### src/rtl/mbus_tx_arbiter.sv
// Message-granular arbiter sharing one MBus TX port among NUM_REQ requesters.
// Multi-word streams stay atomic; node responses are relayed to the owner and acknowledged on its behalf.
module mbus_tx_arbiter #(
    parameter int NUM_REQ    = 4,
    parameter int ADDR_WIDTH = 32,
    parameter int DATA_WIDTH = 32
) (
    input  logic                          CLK,
    input  logic                          RESET,
    input  logic [NUM_REQ*ADDR_WIDTH-1:0] REQ_TX_ADDR,
    input  logic [NUM_REQ*DATA_WIDTH-1:0] REQ_TX_DATA,
    input  logic [NUM_REQ-1:0]            REQ_TX_REQ,
    input  logic [NUM_REQ-1:0]            REQ_TX_PEND,
    input  logic [NUM_REQ-1:0]            REQ_TX_PRIORITY,
    output logic [NUM_REQ-1:0]            REQ_TX_ACK,
    output logic [NUM_REQ-1:0]            REQ_TX_SUCC,
    output logic [NUM_REQ-1:0]            REQ_TX_FAIL,
    input  logic [NUM_REQ-1:0]            REQ_TX_RESP_ACK,
    output logic [ADDR_WIDTH-1:0]         TX_ADDR,
    output logic [DATA_WIDTH-1:0]         TX_DATA,
    output logic                          TX_REQ,
    output logic                          TX_PEND,
    output logic                          TX_PRIORITY,
    input  logic                          TX_ACK,
    input  logic                          TX_SUCC,
    input  logic                          TX_FAIL,
    output logic                          TX_RESP_ACK,
    output logic                          GRANT_VALID,
    output logic [2:0]                    GRANT_ID
);

    typedef enum logic [2:0] {IDLE, XFER, ACKED, NEXT, RESP, RESP_ACK} state_t;

    localparam logic [2:0] LAST_ID = 3'(NUM_REQ - 1);

    state_t               state;
    logic [2:0]           rr_ptr;
    logic [2:0]           owner;
    logic [NUM_REQ-1:0]   owner_oh;
    logic                 pend_last;
    logic                 succ_flag;
    logic                 fail_flag;
    logic                 own_req;
    logic                 own_resp_ack;
    logic [NUM_REQ-1:0]   prio_hit;
    logic                 win_found;
    logic [2:0]           win_id;
    logic [NUM_REQ-1:0]   win_oh;
    int                   idx;

    assign own_req      = |(REQ_TX_REQ & owner_oh);
    assign own_resp_ack = |(REQ_TX_RESP_ACK & owner_oh);
    assign GRANT_ID     = owner;

    // Priority requests win by lowest index; otherwise the first requester at or after rr_ptr.
    always_comb begin
        prio_hit  = REQ_TX_REQ & REQ_TX_PRIORITY;
        win_found = 1'b0;
        win_id    = '0;
        idx       = 0;
        for (int i = NUM_REQ - 1; i >= 0; i--) begin
            if (prio_hit[i]) begin
                win_found = 1'b1;
                win_id    = 3'(i);
            end
        end
        if (!win_found) begin
            for (int k = NUM_REQ - 1; k >= 0; k--) begin
                idx = int'(rr_ptr) + k;
                if (idx >= NUM_REQ) idx = idx - NUM_REQ;
                if ((REQ_TX_REQ & (NUM_REQ'(1) << idx)) != '0) begin
                    win_found = 1'b1;
                    win_id    = 3'(idx);
                end
            end
        end
        win_oh = NUM_REQ'(1) << win_id;
    end

    always_ff @(posedge CLK or posedge RESET) begin
        if (RESET) begin
            state       <= IDLE;
            rr_ptr      <= '0;
            owner       <= '0;
            owner_oh    <= '0;
            pend_last   <= 1'b0;
            succ_flag   <= 1'b0;
            fail_flag   <= 1'b0;
            REQ_TX_ACK  <= '0;
            REQ_TX_SUCC <= '0;
            REQ_TX_FAIL <= '0;
            TX_ADDR     <= '0;
            TX_DATA     <= '0;
            TX_REQ      <= 1'b0;
            TX_PEND     <= 1'b0;
            TX_PRIORITY <= 1'b0;
            TX_RESP_ACK <= 1'b0;
            GRANT_VALID <= 1'b0;
        end else begin
            // The first response seen while owned sticks; the other is then ignored.
            if (state != IDLE && !succ_flag && !fail_flag) begin
                if (TX_FAIL)      fail_flag <= 1'b1;
                else if (TX_SUCC) succ_flag <= 1'b1;
            end
            case (state)
                IDLE: begin
                    if (win_found) begin
                        owner       <= win_id;
                        owner_oh    <= win_oh;
                        TX_ADDR     <= ADDR_WIDTH'(REQ_TX_ADDR >> (int'(win_id) * ADDR_WIDTH));
                        TX_DATA     <= DATA_WIDTH'(REQ_TX_DATA >> (int'(win_id) * DATA_WIDTH));
                        TX_PEND     <= |(REQ_TX_PEND & win_oh);
                        TX_PRIORITY <= |(REQ_TX_PRIORITY & win_oh);
                        TX_REQ      <= 1'b1;
                        GRANT_VALID <= 1'b1;
                        state       <= XFER;
                    end
                end
                XFER: begin
                    if (TX_FAIL) begin
                        TX_REQ <= 1'b0;
                        state  <= RESP;
                    end else if (TX_ACK) begin
                        TX_REQ     <= 1'b0;
                        REQ_TX_ACK <= owner_oh;
                        pend_last  <= TX_PEND;
                        state      <= ACKED;
                    end
                end
                ACKED: begin
                    if (!own_req && !TX_ACK) begin
                        REQ_TX_ACK <= '0;
                        state      <= pend_last ? NEXT : RESP;
                    end
                end
                NEXT: begin
                    if (TX_FAIL || fail_flag) begin
                        state <= RESP;
                    end else if (own_req) begin
                        TX_DATA <= DATA_WIDTH'(REQ_TX_DATA >> (int'(owner) * DATA_WIDTH));
                        TX_PEND <= |(REQ_TX_PEND & owner_oh);
                        TX_REQ  <= 1'b1;
                        state   <= XFER;
                    end
                end
                RESP: begin
                    if (fail_flag || (!succ_flag && TX_FAIL)) REQ_TX_FAIL <= owner_oh;
                    else if (succ_flag || TX_SUCC)            REQ_TX_SUCC <= owner_oh;
                    if (own_resp_ack && ((REQ_TX_SUCC | REQ_TX_FAIL) != '0)) begin
                        TX_RESP_ACK <= 1'b1;
                        state       <= RESP_ACK;
                    end
                end
                RESP_ACK: begin
                    if (!TX_SUCC && !TX_FAIL && !own_resp_ack) begin
                        rr_ptr      <= (owner == LAST_ID) ? 3'd0 : owner + 3'd1;
                        owner       <= '0;
                        owner_oh    <= '0;
                        pend_last   <= 1'b0;
                        succ_flag   <= 1'b0;
                        fail_flag   <= 1'b0;
                        REQ_TX_SUCC <= '0;
                        REQ_TX_FAIL <= '0;
                        TX_ADDR     <= '0;
                        TX_DATA     <= '0;
                        TX_PEND     <= 1'b0;
                        TX_PRIORITY <= 1'b0;
                        TX_RESP_ACK <= 1'b0;
                        GRANT_VALID <= 1'b0;
                        state       <= IDLE;
                    end
                end
                default: state <= IDLE;
            endcase
        end
    end

endmodule

### config.mk
export PLATFORM = sky130hd
export DESIGN_NAME = mbus_tx_arbiter
export DESIGN_NICKNAME = d
export VERILOG_FILES = /design/src/rtl/mbus_tx_arbiter.sv
export SDC_FILE = /design/constraint.sdc
export NUM_CORES = 1
export LEC_CHECK = 0
export ABC_CLOCK_PERIOD_IN_PS = 5300
export CAP_MARGIN = 20
export CORE_AREA = 5 5 136 138
export CTS_BUF_LIST = sky130_fd_sc_hd__clkbuf_2
export CTS_CLUSTER_DIAMETER = 100
export DETAILED_ROUTE_END_ITERATION = 8
export DIE_AREA = 0 0 141 143
export DONT_BUFFER_PORTS = 1
export PLACE_DENSITY = 0.63
export SLEW_MARGIN = 15
export SYNTH_ARGS = -nofsm -noshare
export SYNTH_HDL_FRONTEND = slang
export SYNTH_SLANG_ARGS = --single-unit
### constraint.sdc
create_clock -name CLK -period 5.3 [get_ports CLK]
set_clock_uncertainty 0.15 [all_clocks]
set_input_delay 1.59 -clock CLK [delete_from_list [all_inputs] [get_ports CLK]]
set_output_delay 1.59 -clock CLK [all_outputs]
set_load 0.02 [all_outputs]
# Word-level counts from Yosys, hierarchy flattened
# Index checks and enable logic that the tools add are counted.
# totals
ff_bits,97
inputBits,277
# classes
addsub,8
n_lt_le_gt_ge,4
eq_ne,19
n_shift,8
muxes,86
bitwise,11
reduce_logical,45
# ops
cell,n
$mux W32,13
$shr A128 B8 Y32,3
$shl A1 B32 Y4 const A,4
$pmux W32 S3,1
$pmux W32 S2,1
$mux W3,19
$and A4 B4 Y4,10
$mux W4,8
$pmux W4 S2,4
$mux W1,31
$ne A2 B2 Y1 const B,11
$reduce_bool A4 Y1,5
$reduce_or A4 Y1,5
$pmux W3 S6,1
$sub A4 B3 Y5 const B,3
$ge A4 B3 Y1 const B,3
$reduce_and A4 Y1,3
$reduce_and A5 Y1,2
$eq A3 B2 Y1 const B,3
$reduce_and A3 Y1,3
$reduce_bool A3 Y1,3
$add A3 B2 Y4 const B,2
$pmux W1 S2,4
$reduce_bool A2 Y1,4
other kinds (18),35

# Depth between registers and ports, before layout
# logic_depth
ltp_word,19
ltp_mapped,12

# Worst setup path before layout
# No wires, ideal clock.
# synth_timing
path_kind,input to register
startpoint,input REQ_TX_REQ[1]
endpoint,register TX_DATA[16]
setup_ns,0.133
arrival_time_ns,3.449
t_required_ns,5.017
path_slack_ns,1.568
stages,10
n_path_buf,2
path_cell_list,buf_6 > a22oi_1 > nand2_1 > or2_2 > nor4_2 > nand2b_2 > nor2_2 > a21oi_4 > buf_8 > o221ai_2
# synth_between
elab_chain_len,11
# synth_rtl
element,line_no,rtl
start: declaration,12,"input logic [NUM_REQ-1:0] REQ_TX_REQ,"
$and A4 B4 Y4,57,prio_hit = REQ_TX_REQ & REQ_TX_PRIORITY;
$mux W3 (2 in a row),62,if (prio_hit[i]) begin
$mux W3 (4 in a row),71,if ((REQ_TX_REQ & (NUM_REQ'(1) << idx)) != '0) begin
$mux W3,67,if (!win_found) begin
$shr A128 B8 Y32,111,TX_DATA <= DATA_WIDTH'(REQ_TX_DATA >> (int'(win_id) * DATA_WIDTH));
$mux W32,107,if (win_found) begin
$pmux W32 S3,105,case (state)
end signal: assignment,111,
end signal: assignment,140,TX_DATA <= DATA_WIDTH'(REQ_TX_DATA >> (int'(owner) * DATA_WIDTH));
end: declaration,20,"output logic [DATA_WIDTH-1:0] TX_DATA,"
# Parallel ways exist; a longest one is shown, timed or not. The select of a mux whose other input is x is not followed.
# A chain may end at the register's enable or synchronous reset.

# Final worst setup path
# layout_timing
startpoint,register rr_ptr[0]
endpoint,register TX_ADDR[10]
# layout_between
elab_chain_len,15
# layout_rtl
element,line_no,rtl
start: declaration,37,logic [2:0] rr_ptr;
start signal: assignment,156,rr_ptr <= (owner == LAST_ID) ? 3'd0 : owner + 3'd1;
$add A3 B2 Y4,69,idx = int'(rr_ptr) + k;
$sub A4 B3 Y5 or $ge A4 B3 Y1 (tied branches),70,if (idx >= NUM_REQ) idx = idx - NUM_REQ;
$mux W32,70,
$mux W32,67,
$shl A1 B32 Y4,71,
$and A4 B4 Y4,71,
$reduce_bool A4 Y1,71,
$mux W3 (4 in a row),71,
$mux W3,67,
$shr A128 B8 Y32,110,TX_ADDR <= ADDR_WIDTH'(REQ_TX_ADDR >> (int'(win_id) * ADDR_WIDTH));
$mux W32,107,
$pmux W32 S2,105,
end signal: assignment,110,
end: declaration,19,"output logic [ADDR_WIDTH-1:0] TX_ADDR,"
# Parallel ways exist; a longest one is shown, timed or not. The select of a mux whose other input is x is not followed.

==> results.md <==
- Largest net degree at the start of global routing: 78
- CTS Buf Count: 9
- Post-synth EDFFs: 0
- Io pins: 361
- Via-per-instance ratio: 6.106
- RSZ-0062 raised after global routing: no
- Initial Util: 39.35%
- Most frequent cells in the layout: 133 x mux2i_1, 109 x nand2_1, 97 x dfrtp_1
- Total grt overflow: 0
- H-tree Lvls: 3
- CTS tree: done
- IO Port Bufs: 0
- Clk sinks: 97
- Mapped Nets: 904
- Startpoint Class: register
- Initial antenna violation count: 1
- Maxcap violations: 0
- Yosys reg bits: 97
- Top_reg_cell synth: dfrtp_1
- CTS clock-pin slew for the worst setup and hold paths: 330 ps
- Number of global-route vias before repair: 5513
- Proportion of layout cells with a drive suffix above 1: 19.57%
- CTS root buf: clkbuf_2
- Routed vias: 5074
- Drt initial violations: 299
- Critical path arrival: 4220 ps
- Endpoint class of the critical path: register
- Relative slew slack: 49.83%
- WL per Instance: 25.42 um
- Post-synth cell types: 58
- Fin Setup TNS: 0 ps
- Post-detail-place hpwl: 16740 um
- Crit Path Max Fanout: 22
- Combinational family with the most area after synthesis: compound AO/OA/AOI/OAI gates
- Max Clk Rate: 257.2 MHz
- Post-cts gate resize count: 0
- Final min period: 3889 ps
- Final Cycle Share: 73.37%
- Seq/Total Area, Yosys: 36.17%
- Hold violation count in the final report: 0
- Final setup fails: 0
- Gr usage total: 19.93%
- Maximum vdd drop: 0.2611 mV
- Core ar.: 17060 sq um
- DIE HEIGHT: 143 um
- Detailed Route WL: 21120 um
- Skew-Pair Late Insertion Delay: 610 ps
- Synth Area in Adders: 2.051%
- Simple-Gate Fraction of Synth Area: 10.79%
- WP data required: 5630 ps
- Std cell rows: 48
- Leakage power: 3.141 nW
- Worst hold path class: reg -> reg
- Xor/xnor cell area share of the yosys netlist: 0.3915%
- Cell count after placement: 811
- Final nets: 886
- Worst-Margin Slew: 749.7 ps
- Max-slew violation count: 0
- Warnings, synthesis: 0
- Mean Syn Cell Area: 10.90 sq um
- Area Overhead vs Synth: 3.039%
- Setup CP Type: reg -> reg
- Pwr/cell area: 648.6 nW/um^2
- Post-route insts no fill: 831
- Chip width: 141 um
- Detailed Routing Iterations Pass 1: 4
- Most common cell after layout, fill and taps aside: mux2i_1
- Longest Clk Path Bufs: 2
- Post-synthesis mux area share: 21.68%
- Post-CTS Setup Inserts: 0
- Synth Cell Area: 6711 sq um
- Synth Instances: 616
- Util after Layout: 40.54%
- Compound-gate portion of the synthesized area: 22.69%
- Die footprint: 20160 sq um
- Global-route wire length before repair: 31300 um
- Async set or reset register ratio after synthesis: 100.0%
- DRC viols: 0
- Hold Buf Count CTS: 0
- Post-DRT Antenna Nets: 0
- Final GP Congestion: 0.8792
- Status: finished, final reports clean
[cells by family (layout without fill, tap and decap cells)]
logic type                 count (synthesis)  in the layout
and+or+nand+nor                          165            165
AOI/OAI and AO/OA                        145            145
muxes                                    143            143
DFF                                       97             97
buffers and inverters                     52             39
adders and majority gates                 11             11
xor gates and xnor gates                   3              3
other                                      0              3
[where the power goes]
group / leakage, nW / internal, mW / switching (mW) / total [mW]
Clock: 0.0865 / 0.161 / 0.274 / 0.435
Combinational: 1.82 / 0.963 / 1.31 / 2.28
Sequential: 1.23 / 1.07 / 0.705 / 1.77
[sequential cells by signal (all words and copies together), names as in the netlist]
| register | flops |
|---|---|
| GRANT_ID | 3 |
| GRANT_VALID | 1 |
| REQ_TX_ACK | 4 |
| REQ_TX_FAIL | 4 |
| REQ_TX_SUCC | 4 |
| TX_ADDR | 32 |
| TX_DATA | 32 |
| TX_PEND | 1 |
| TX_PRIORITY | 1 |
| TX_REQ | 1 |
| TX_RESP_ACK | 1 |
| fail_flag | 1 |
| owner_oh | 4 |
| pend_last | 1 |
| rr_ptr | 3 |
| state | 3 |
| succ_flag | 1 |
[routing by layer]
metal	up-vias	track usage (%)	share of wire, %
li1	2298	-	-
met1	2470	22.36	36
met2	275	35.81	52
met3	31	6.062	9.1
met4	0	7.292	2.7
met5	-	0	0
[layout make-up]
type | count | area (sq um)
tap | 225 | 281.5
clock inverter | 6 | 91.34
timing repair buffer | 13 | 135.1
inverter | 10 | 40.04
clock buffer | 10 | 50.05
sequential | 97 | 2427
multi-input combinational | 467 | 3882
antenna | 3 | 7.507
fill | 1666 | 10140
[through the flow]
stage	cell area (sq um)	total power [mW]	hold WS, ps	setup slack (ps)
2_1_floorplan	6711	3.670	347.6	1026
3_3_place_gp	6746	3.998	374.3	903.3
3_5_place_dp	6746	4.086	397.2	843.6
4_1_cts	6888	4.531	452.3	1396
5_1_grt	6915	4.802	520.8	1065
6_report	6915	4.485	461.1	1411
[worst max-delay path: stages, from the launching register on]
cell      delay, ps
dfrtp_1         640
inv_1           170
ha_1            310
a22oi_1         190
nand2_1         160
or2_2           370
nor4_2          420
nand2b_2        270
nor2_2           80
nand2_2         510
buf_4           340
o221ai_2        130
[final timing paths]
| path | endpoint | from | slack [ps] | cells after the start |
|---|---|---|---|---|
| setup / recovery | TX_ADDR[10] | rr_ptr[0] | 1410 | 11 |
| hold / removal | pend_last | pend_last | 460 | 2 |
| setup reg to reg | TX_ADDR[10] | rr_ptr[0] | 1410 | 11 |
| hold reg to reg | pend_last | pend_last | 460 | 2 |
| max in group asynchronous | rr_ptr[1] | RESET | 3550 | 2 |
| min in group asynchronous | TX_DATA[22] | RESET | 680 | 1 |
[cells in the mapped netlist (all sizes together) (3+ instances only)]
cell      n  share of area, %
a21oi    13               1.1
a22oi    11               1.2
a31oi     3              0.28
and2      4              0.37
buf      30               5.0
clkbuf   12              0.67
dfrtp    97                36
ha       11               2.1
inv      10              0.56
mux2      9               1.5
mux2i   134                20
nand2   110               6.2
nand2b    3              0.32
nand3     4              0.30
nor2     16              0.93
nor2b     5              0.47
nor3      6              0.45
nor3b     3              0.34
nor4      5              0.56
o211ai    3              0.41
o21a      3              0.34
o21ai    28               2.3
o221ai   66                14
o31ai     4              0.52
or2       3              0.28
xnor2     3              0.39
Note: power is estimated with default switching activity, not from simulation.
